## src/rtl/mem_decoder.sv

```systemverilog
// rtl/mem_decoder.sv - single-master bus decoder routing CPU requests to NSLV address-mapped slaves
module mem_decoder #(
    parameter int                   NSLV      = 4,
    parameter logic [NSLV*32-1:0]   BASE_ADDR = {NSLV{32'h0}},
    parameter logic [NSLV*32-1:0]   TOP_ADDR  = {NSLV{32'h0}},
    parameter logic [NSLV-1:0]      REBASE    = {NSLV{1'b1}},
    parameter int                   TIMEOUT   = 1024
) (
    input  logic                clock,
    input  logic                reset,
    input  logic                memory_valid,
    input  logic                memory_instr,
    input  logic [31:0]         memory_addr,
    input  logic [31:0]         memory_wdata,
    input  logic [3:0]          memory_wstrb,
    output logic [31:0]         memory_rdata,
    output logic                memory_ready,
    output logic                memory_error,
    output logic                busy,
    output logic [NSLV-1:0]     slave_valid,
    output logic                slave_instr,
    output logic [NSLV*32-1:0]  slave_addr,
    output logic [31:0]         slave_wdata,
    output logic [3:0]          slave_wstrb,
    input  logic [NSLV*32-1:0]  slave_rdata,
    input  logic [NSLV-1:0]     slave_ready
);
    localparam int SW = (NSLV > 1) ? $clog2(NSLV) : 1;
    localparam int CW = (TIMEOUT > 0) ? $clog2(TIMEOUT + 1) : 1;
    localparam logic [CW-1:0] CNT_LAST = CW'((TIMEOUT > 0) ? TIMEOUT - 1 : 0);

    typedef enum logic [1:0] {IDLE, BUSY, ERR} state_t;

    state_t         state_q;
    logic [CW-1:0]  count_q;
    logic [SW-1:0]  sel_q;
    logic           instr_q;
    logic [31:0]    addr_q;
    logic [31:0]    wdata_q;
    logic [3:0]     wstrb_q;

    logic           hit;
    logic [SW-1:0]  hit_idx;
    logic           ready_sel;
    logic [31:0]    rdata_sel;
    logic           sel_ready;
    logic           timed_out;
    logic           idle;
    logic [31:0]    addr_mux;

    // Scan from the top index down so the lowest matching region wins.
    always_comb begin
        hit     = 1'b0;
        hit_idx = '0;
        for (int k = NSLV - 1; k >= 0; k--) begin
            if (memory_addr >= BASE_ADDR[k*32 +: 32] && memory_addr < TOP_ADDR[k*32 +: 32]) begin
                hit     = 1'b1;
                hit_idx = SW'(k);
            end
        end
    end

    always_comb begin
        ready_sel = 1'b0;
        rdata_sel = '0;
        for (int k = 0; k < NSLV; k++) begin
            if (sel_q == SW'(k)) begin
                ready_sel = slave_ready[k];
                rdata_sel = slave_rdata[k*32 +: 32];
            end
        end
    end

    assign idle      = (state_q == IDLE);
    assign sel_ready = (state_q == BUSY) && ready_sel;
    assign timed_out = (state_q == BUSY) && !ready_sel && (TIMEOUT != 0) && (count_q == CNT_LAST);

    assign memory_ready = sel_ready || timed_out || (state_q == ERR);
    assign memory_error = timed_out || (state_q == ERR);
    assign memory_rdata = sel_ready ? rdata_sel : 32'h0;
    assign busy         = !idle;

    assign addr_mux    = idle ? memory_addr  : addr_q;
    assign slave_instr = idle ? memory_instr : instr_q;
    assign slave_wdata = idle ? memory_wdata : wdata_q;
    assign slave_wstrb = idle ? memory_wstrb : wstrb_q;

    always_comb begin
        slave_valid = '0;
        slave_addr  = '0;
        for (int k = 0; k < NSLV; k++) begin
            slave_valid[k] = idle && memory_valid && hit && (hit_idx == SW'(k));
            slave_addr[k*32 +: 32] = REBASE[k] ? (addr_mux - BASE_ADDR[k*32 +: 32]) : addr_mux;
        end
    end

    always_ff @(posedge clock) begin
        if (reset) begin
            state_q <= IDLE;
            count_q <= '0;
            sel_q   <= '0;
            instr_q <= 1'b0;
            addr_q  <= '0;
            wdata_q <= '0;
            wstrb_q <= '0;
        end else begin
            case (state_q)
                IDLE: begin
                    if (memory_valid) begin
                        if (hit) begin
                            state_q <= BUSY;
                            count_q <= '0;
                            sel_q   <= hit_idx;
                            instr_q <= memory_instr;
                            addr_q  <= memory_addr;
                            wdata_q <= memory_wdata;
                            wstrb_q <= memory_wstrb;
                        end else begin
                            state_q <= ERR;
                        end
                    end
                end
                BUSY: begin
                    if (sel_ready || timed_out) begin
                        state_q <= IDLE;
                    end else if (count_q != {CW{1'b1}}) begin
                        count_q <= count_q + CW'(1);
                    end
                end
                ERR:     state_q <= IDLE;
                default: state_q <= IDLE;
            endcase
        end
    end
endmodule

```

## config.mk

```make
export PLATFORM = sky130hd
export DESIGN_NAME = mem_decoder
export DESIGN_NICKNAME = d
export VERILOG_FILES = /design/src/rtl/mem_decoder.sv
export SDC_FILE = /design/constraint.sdc
export NUM_CORES = 1
export LEC_CHECK = 0
export BUFFER_PORTS_ARGS = -buffer_cell sky130_fd_sc_hd__buf_2
export CELL_PAD_IN_SITES_DETAIL_PLACEMENT = 0
export CELL_PAD_IN_SITES_GLOBAL_PLACEMENT = 1
export CORE_AREA = 2 2 161 163
export CTS_CLUSTER_DIAMETER = 50
export DETAILED_ROUTE_END_ITERATION = 10
export DIE_AREA = 0 0 163 165
export PLACE_DENSITY_LB_ADDON = 0.1
export SKIP_LAST_GASP = 1
export SLEW_MARGIN = 0
export SYNTH_ARGS = -nofsm -noshare
export SYNTH_HDL_FRONTEND = slang
export SYNTH_SLANG_ARGS = --single-unit
```

## constraint.sdc

```tcl
create_clock -name clock -period 2.52 [get_ports clock]
set_input_delay 0.756 -clock clock [delete_from_list [all_inputs] [get_ports clock]]
set_output_delay 0.756 -clock clock [all_outputs]
set_load 0.05 [all_outputs]
```

==> impl_metrics.toml, run 1 <==
[cells_and_area]
antenna_cells = 0
post-route-util = 0.08916
largest_reg_flops = 1
regMostFlops = "state_q"
instances_no_fill = 678
area_growth_syn_to_layout_pct = 48.42
nets = 554
largestRegisters = "state_q: 1 flops"
drive_above_1_share = 0.6954

[worst_setup_path]
worst_path_largest_cell_delay_ps = 340
crit_required_ps = 1760
critPathLaunchType = "input pin"
crit_arrival_ps = 1510
criticalPathCategory = "input pin to output pin"
cp_common_cell = "buf_2"
crit_fanout = 4
critPathSlowestCell = "buf_2"
worstSetupEndpointType = "output pin"
worstPathCellList = "buf_2, nor2b_1, buf_2"

[cts]
ctsHoldBuffers = 0
cts_setup_buffers = 0
cts.repair.resized = 0
clkTransAtPathRegs_ps = 0
clk_latency_ps = 0

[sta]
rsz0062_at_grt = "no"
drv_slew = 0
min_period_over_period = 0.8975
skew_ps = 0
fin_crit_ps = 2262
fin_hold_ws_ps = 649.2
setup_viol = 0
fmax_mhz = 442.2
hold_viol = 0
setup_slack_ps = 258.4

[synth]
avgSynthCellArea_sq_um = 7.061
ys.flop_type = "dfxtp_1"
yosysTopAreaCellShare = 0.6689
synth_common_cells = "buf_4, nor2b_1, buf_2"
synth_warnings = 0
synth-simple-area-share = 0.2920
synth.cell_area_sq_um = 1504
synthAdderAreaFrac = 0
synth.most_common_cell = "buf_4"
synth_compound_area_frac = 0
synth_cell_types = 6
synthArstFlopShare = 0
synth-edff-count = 0
ys_top_cells_by_area = "buf_4, nor2b_1, buf_2"
synth.yosys.seq_area_share = 0.01331
yosys.area.top_type = "buf_4"
syn-instance-count = 213
synth_top_family_by_area = "buffers and inverters"
ys_ff_latch = 1
synth_mux_area_frac = 0
synthXorXnorAreaFrac = 0

[route]
drt_pass1_iterations = 4
antenna_left = 0
vias = 1522
route.final.wire_length_mm = 5.656
wl_per_cell_um = 8.342
vias_per_cell = 2.245
drc = 0
drt_iter0_drc = 24

[place]
port_buffers = 239
gp_congestion = 0.6110
dp_hpwl_mm = 5.143
dp.cells = 678
place_ws_ps = 223.1

[grt]
grt_pass1_vias = 1139
antenna_found_initial = 0
top_usage_layer = "met2"
grtUsageTotal = 0.03165
grt_use_met2 = 0.06780
grt_max_degree = 42
met1_usage = 0.03341
grt_use_met3 = 0.005525
grt_pass1_wl_mm = 6.637
grt-ovfl-total = 0

[pwr]
p_leak_nw = 1.314
cellPowerDensity_nw_per_um2 = 508.8
ir_worst_vdd_uv = 121.5

[floorplan]
dieArea_sq_um = 26900
core-area_sq_um = 25040
start_util = 0.06007
boundaryPins = 408
rows = 58
die_w_um = 163
die_h_um = 165

[hold_path]
hold_class = "flip-flop to flip-flop"

[job]
maxCapViolCount = 0

[status]
status = "completed"
cells by family after synthesis:
| kind of cell | count (synthesis) |
|---|---|
| buf+inv | 141 |
| flops | 1 |
| other cells | 1 |
| simple gates | 70 |
critical path, delay by kind of cell:
kind / cells / cell delay, ps
buffers and inverters: 2 / 410
AND/OR/NAND/NOR: 1 / 330
per-layer routing:
| layer | share of wire | routed length, um | vias up |
|---|---|---|---|
| li1 | - | - | 736 |
| met1 | 0.34 | 1903 | 642 |
| met2 | 0.55 | 3117 | 144 |
| met3 | 0.11 | 635 | 0 |
| met4 | 0 | 0 | 0 |
| met5 | 0 | 0 | - |
final cells by class:
| type | instances | area (sq um) |
|---|---|---|
| multi-input combinational | 106 | 574.3 |
| timing repair buffer | 241 | 1224 |
| fill | 2995 | 22800 |
| sequential | 1 | 21.27 |
| tap | 330 | 412.9 |
final timing paths:
check	endpoint	start	depth (start not counted)	slack (ps)
min reg2reg	state_q[1]	state_q[1]	1	650
min	state_q[1]	state_q[1]	1	650
max reg2reg	state_q[1]	state_q[1]	1	1780
max	slave_addr[61]	memory_addr[29]	3	260
power breakdown:
part / leakage (nW) / switching, W / internal, W
Sequential: 0.00861 / 0.00000447 / 0.0000173
Clock: 0 / 0 / 0
Combinational: 1.31 / 0.000918 / 0.000196
cells in the final DEF (no fill, tap or decap):
| cell type | netlist | routed |
|---|---|---|
| buf_2 | 7 | 239 |
| nor2b_1 | 69 | 69 |
| conb_1 | 1 | 36 |
| nor3b_1 | 1 | 1 |
| buf_4 | 134 | 1 |
| buf_12 | 0 | 1 |
| dfxtp_2 | 0 | 1 |
metrics by stage:
step                area (sq um)  TNS, ps  total power, W
floorplan                   1635   -15360        0.001097
global placement            2232        0        0.001158
detailed placement          2232        0        0.001145
CTS                         2232        0        0.001146
global route                2232        0        0.001184
finish                      2232        0        0.001136
Power figures use the tool's default switching activity.
==> inputs of run 2 (changes only) <==
- REMOVE_ABC_BUFFERS: not set -> 1
==> run 2 against run 1 <==
Net effect: routed wire length increased by 14%; largest cell class unchanged; critical path type unchanged; maximum frequency up 1.6%; register-to-register slack got worse by 260 ps; worst hold slack gained 250 ps.
==> impl_metrics.toml, run 2 (synthesis gave the netlist of run 1 again) <==
[status]
status = "completed"

[worst_setup_path]
worstSetupEndpointType = "output pin"
cp_common_cell = "buf_2"
crit_arrival_ps = 1470
crit_required_ps = 1760
worstPathCellList = "buf_2, nor2b_1, buf_2"
crit_fanout = 4
critPathLaunchType = "input pin"
criticalPathCategory = "input pin to output pin"
critPathSlowestCell = "buf_2"
worst_path_largest_cell_delay_ps = 330

[route]
vias = 1575
route.final.wire_length_mm = 6.452
drt_iter0_drc = 16
antenna_left = 0
drc = 0
wl_per_cell_um = 9.502
vias_per_cell = 2.320
drt_pass1_iterations = 4

[place]
place_ws_ps = 273.5
dp_hpwl_mm = 5.945
placed_cell_area_sq_um = 2265
gp_congestion = 0.6050
port_buffers = 239
dp.cells = 679

[cells_and_area]
nets = 555
largest_reg_flops = 1
drive_above_1_share = 0.6963
instances_no_fill = 679
postLayoutCellArea_sq_um = 2265
largestRegisters = "state_q: 1 flops"
area_growth_syn_to_layout_pct = 50.58
regMostFlops = "state_q"
antenna_cells = 0
final_common_cell = "buf_2"
most-common-layout-cells = "buf_2, nor2b_1, conb_1"

[pwr]
switchingPower_w = 0.0009263
pwr-share-clk = 0
p_int_w = 0.0002191
cellPowerDensity_nw_per_um2 = 505.8
seq_power_share = 0.020
ir_worst_vdd_uv = 99.45
p_sw_frac = 0.8087
combPwrFrac = 0.980
finalPower_w = 0.001145
p_leak_nw = 1.326

[floorplan]
die_w_um = 163
start_util = 0.06007
boundaryPins = 408
rows = 58
dieArea_sq_um = 26900
core-area_sq_um = 25040
die_h_um = 165

[grt]
grt_pass1_vias = 1240
grt_pass1_wl_mm = 7.859
grtUsageTotal = 0.03771
grt-ovfl-total = 0
antenna_found_initial = 1
grt_max_degree = 26

[hold_path]
hold_class = "flip-flop to flip-flop"

[cts]
cts_setup_buffers = 0
ctsHoldBuffers = 0
clk_latency_ps = 0
cts.repair.resized = 0
clkTransAtPathRegs_ps = 0

[sta]
fmax_mhz = 449.3
skew_ps = 0
hold_viol = 0
fin_tns_setup_ps = 0
min_period_over_period = 0.8833
rsz0062_at_grt = "no"
drv_slew = 0
setup_slack_ps = 294.2
setup_viol = 0
fin_crit_ps = 2226

[job]
maxCapViolCount = 0
-- run 2: cell count changes in the layout (fill, tap and decap cells not counted), sizes merged --
cell  delta
buf      +1
-- run 2: through the flow --
| stage | utilization | hold WS (ps) |
|---|---|---|
| after global routing | 0.09045 | 939.8 |
| after global placement | 0.09045 | 910.8 |
| after detailed placement | 0.09045 | 918.9 |
| after floorplan | - | 831.8 |
| final | 0.09045 | 903.3 |
| after CTS | 0.09045 | 919.3 |
-- run 2: final cells by class --
class	count	area, sq um
Tap cell	330	412.9
Fill cell	2980	22770
Sequential cell	1	21.27
Timing Repair Buffer	242	1256
Multi-Input combinational cell	106	574.3
-- run 2: layer usage --
| metal | wire, um | up-vias | GRT usage |
|---|---|---|---|
| li1 | - | 738 | - |
| met5 | 13 | - | 0 |
| met3 | 647 | 2 | 0.007785 |
| met2 | 3753 | 130 | 0.08243 |
| met1 | 2037 | 703 | 0.03779 |
| met4 | 0 | 2 | 0 |
-- run 2: power groups by stage --
stage | Sequential (W) | Combinational, W | Clock, W
after detailed placement | 0.0000239 | 0.00113 | 0
after floorplan | 0.0000389 | 0.000852 | 0
final | 0.0000231 | 0.00112 | 0
after global placement | 0.0000238 | 0.00114 | 0
after global routing | 0.0000242 | 0.00117 | 0
after CTS | 0.0000239 | 0.00114 | 0
-- run 2: path summary, 6_finish.rpt --
kind	slack [ps]	depth (start not counted)	startpoint	endpoint
worst max register to register	1520	2	state_q[1]	state_q[1]
worst max-delay path	290	3	memory_addr[30]	slave_addr[126]
worst min-delay path	900	2	state_q[1]	state_q[1]
worst min register to register	900	2	state_q[1]	state_q[1]
-- run 2: worst max-delay path: cells and delay by family --
| kind | cells | cell delay, ps |
|---|---|---|
| and+or+nand+nor | 1 | 290 |
| buffers and inverters | 2 | 410 |
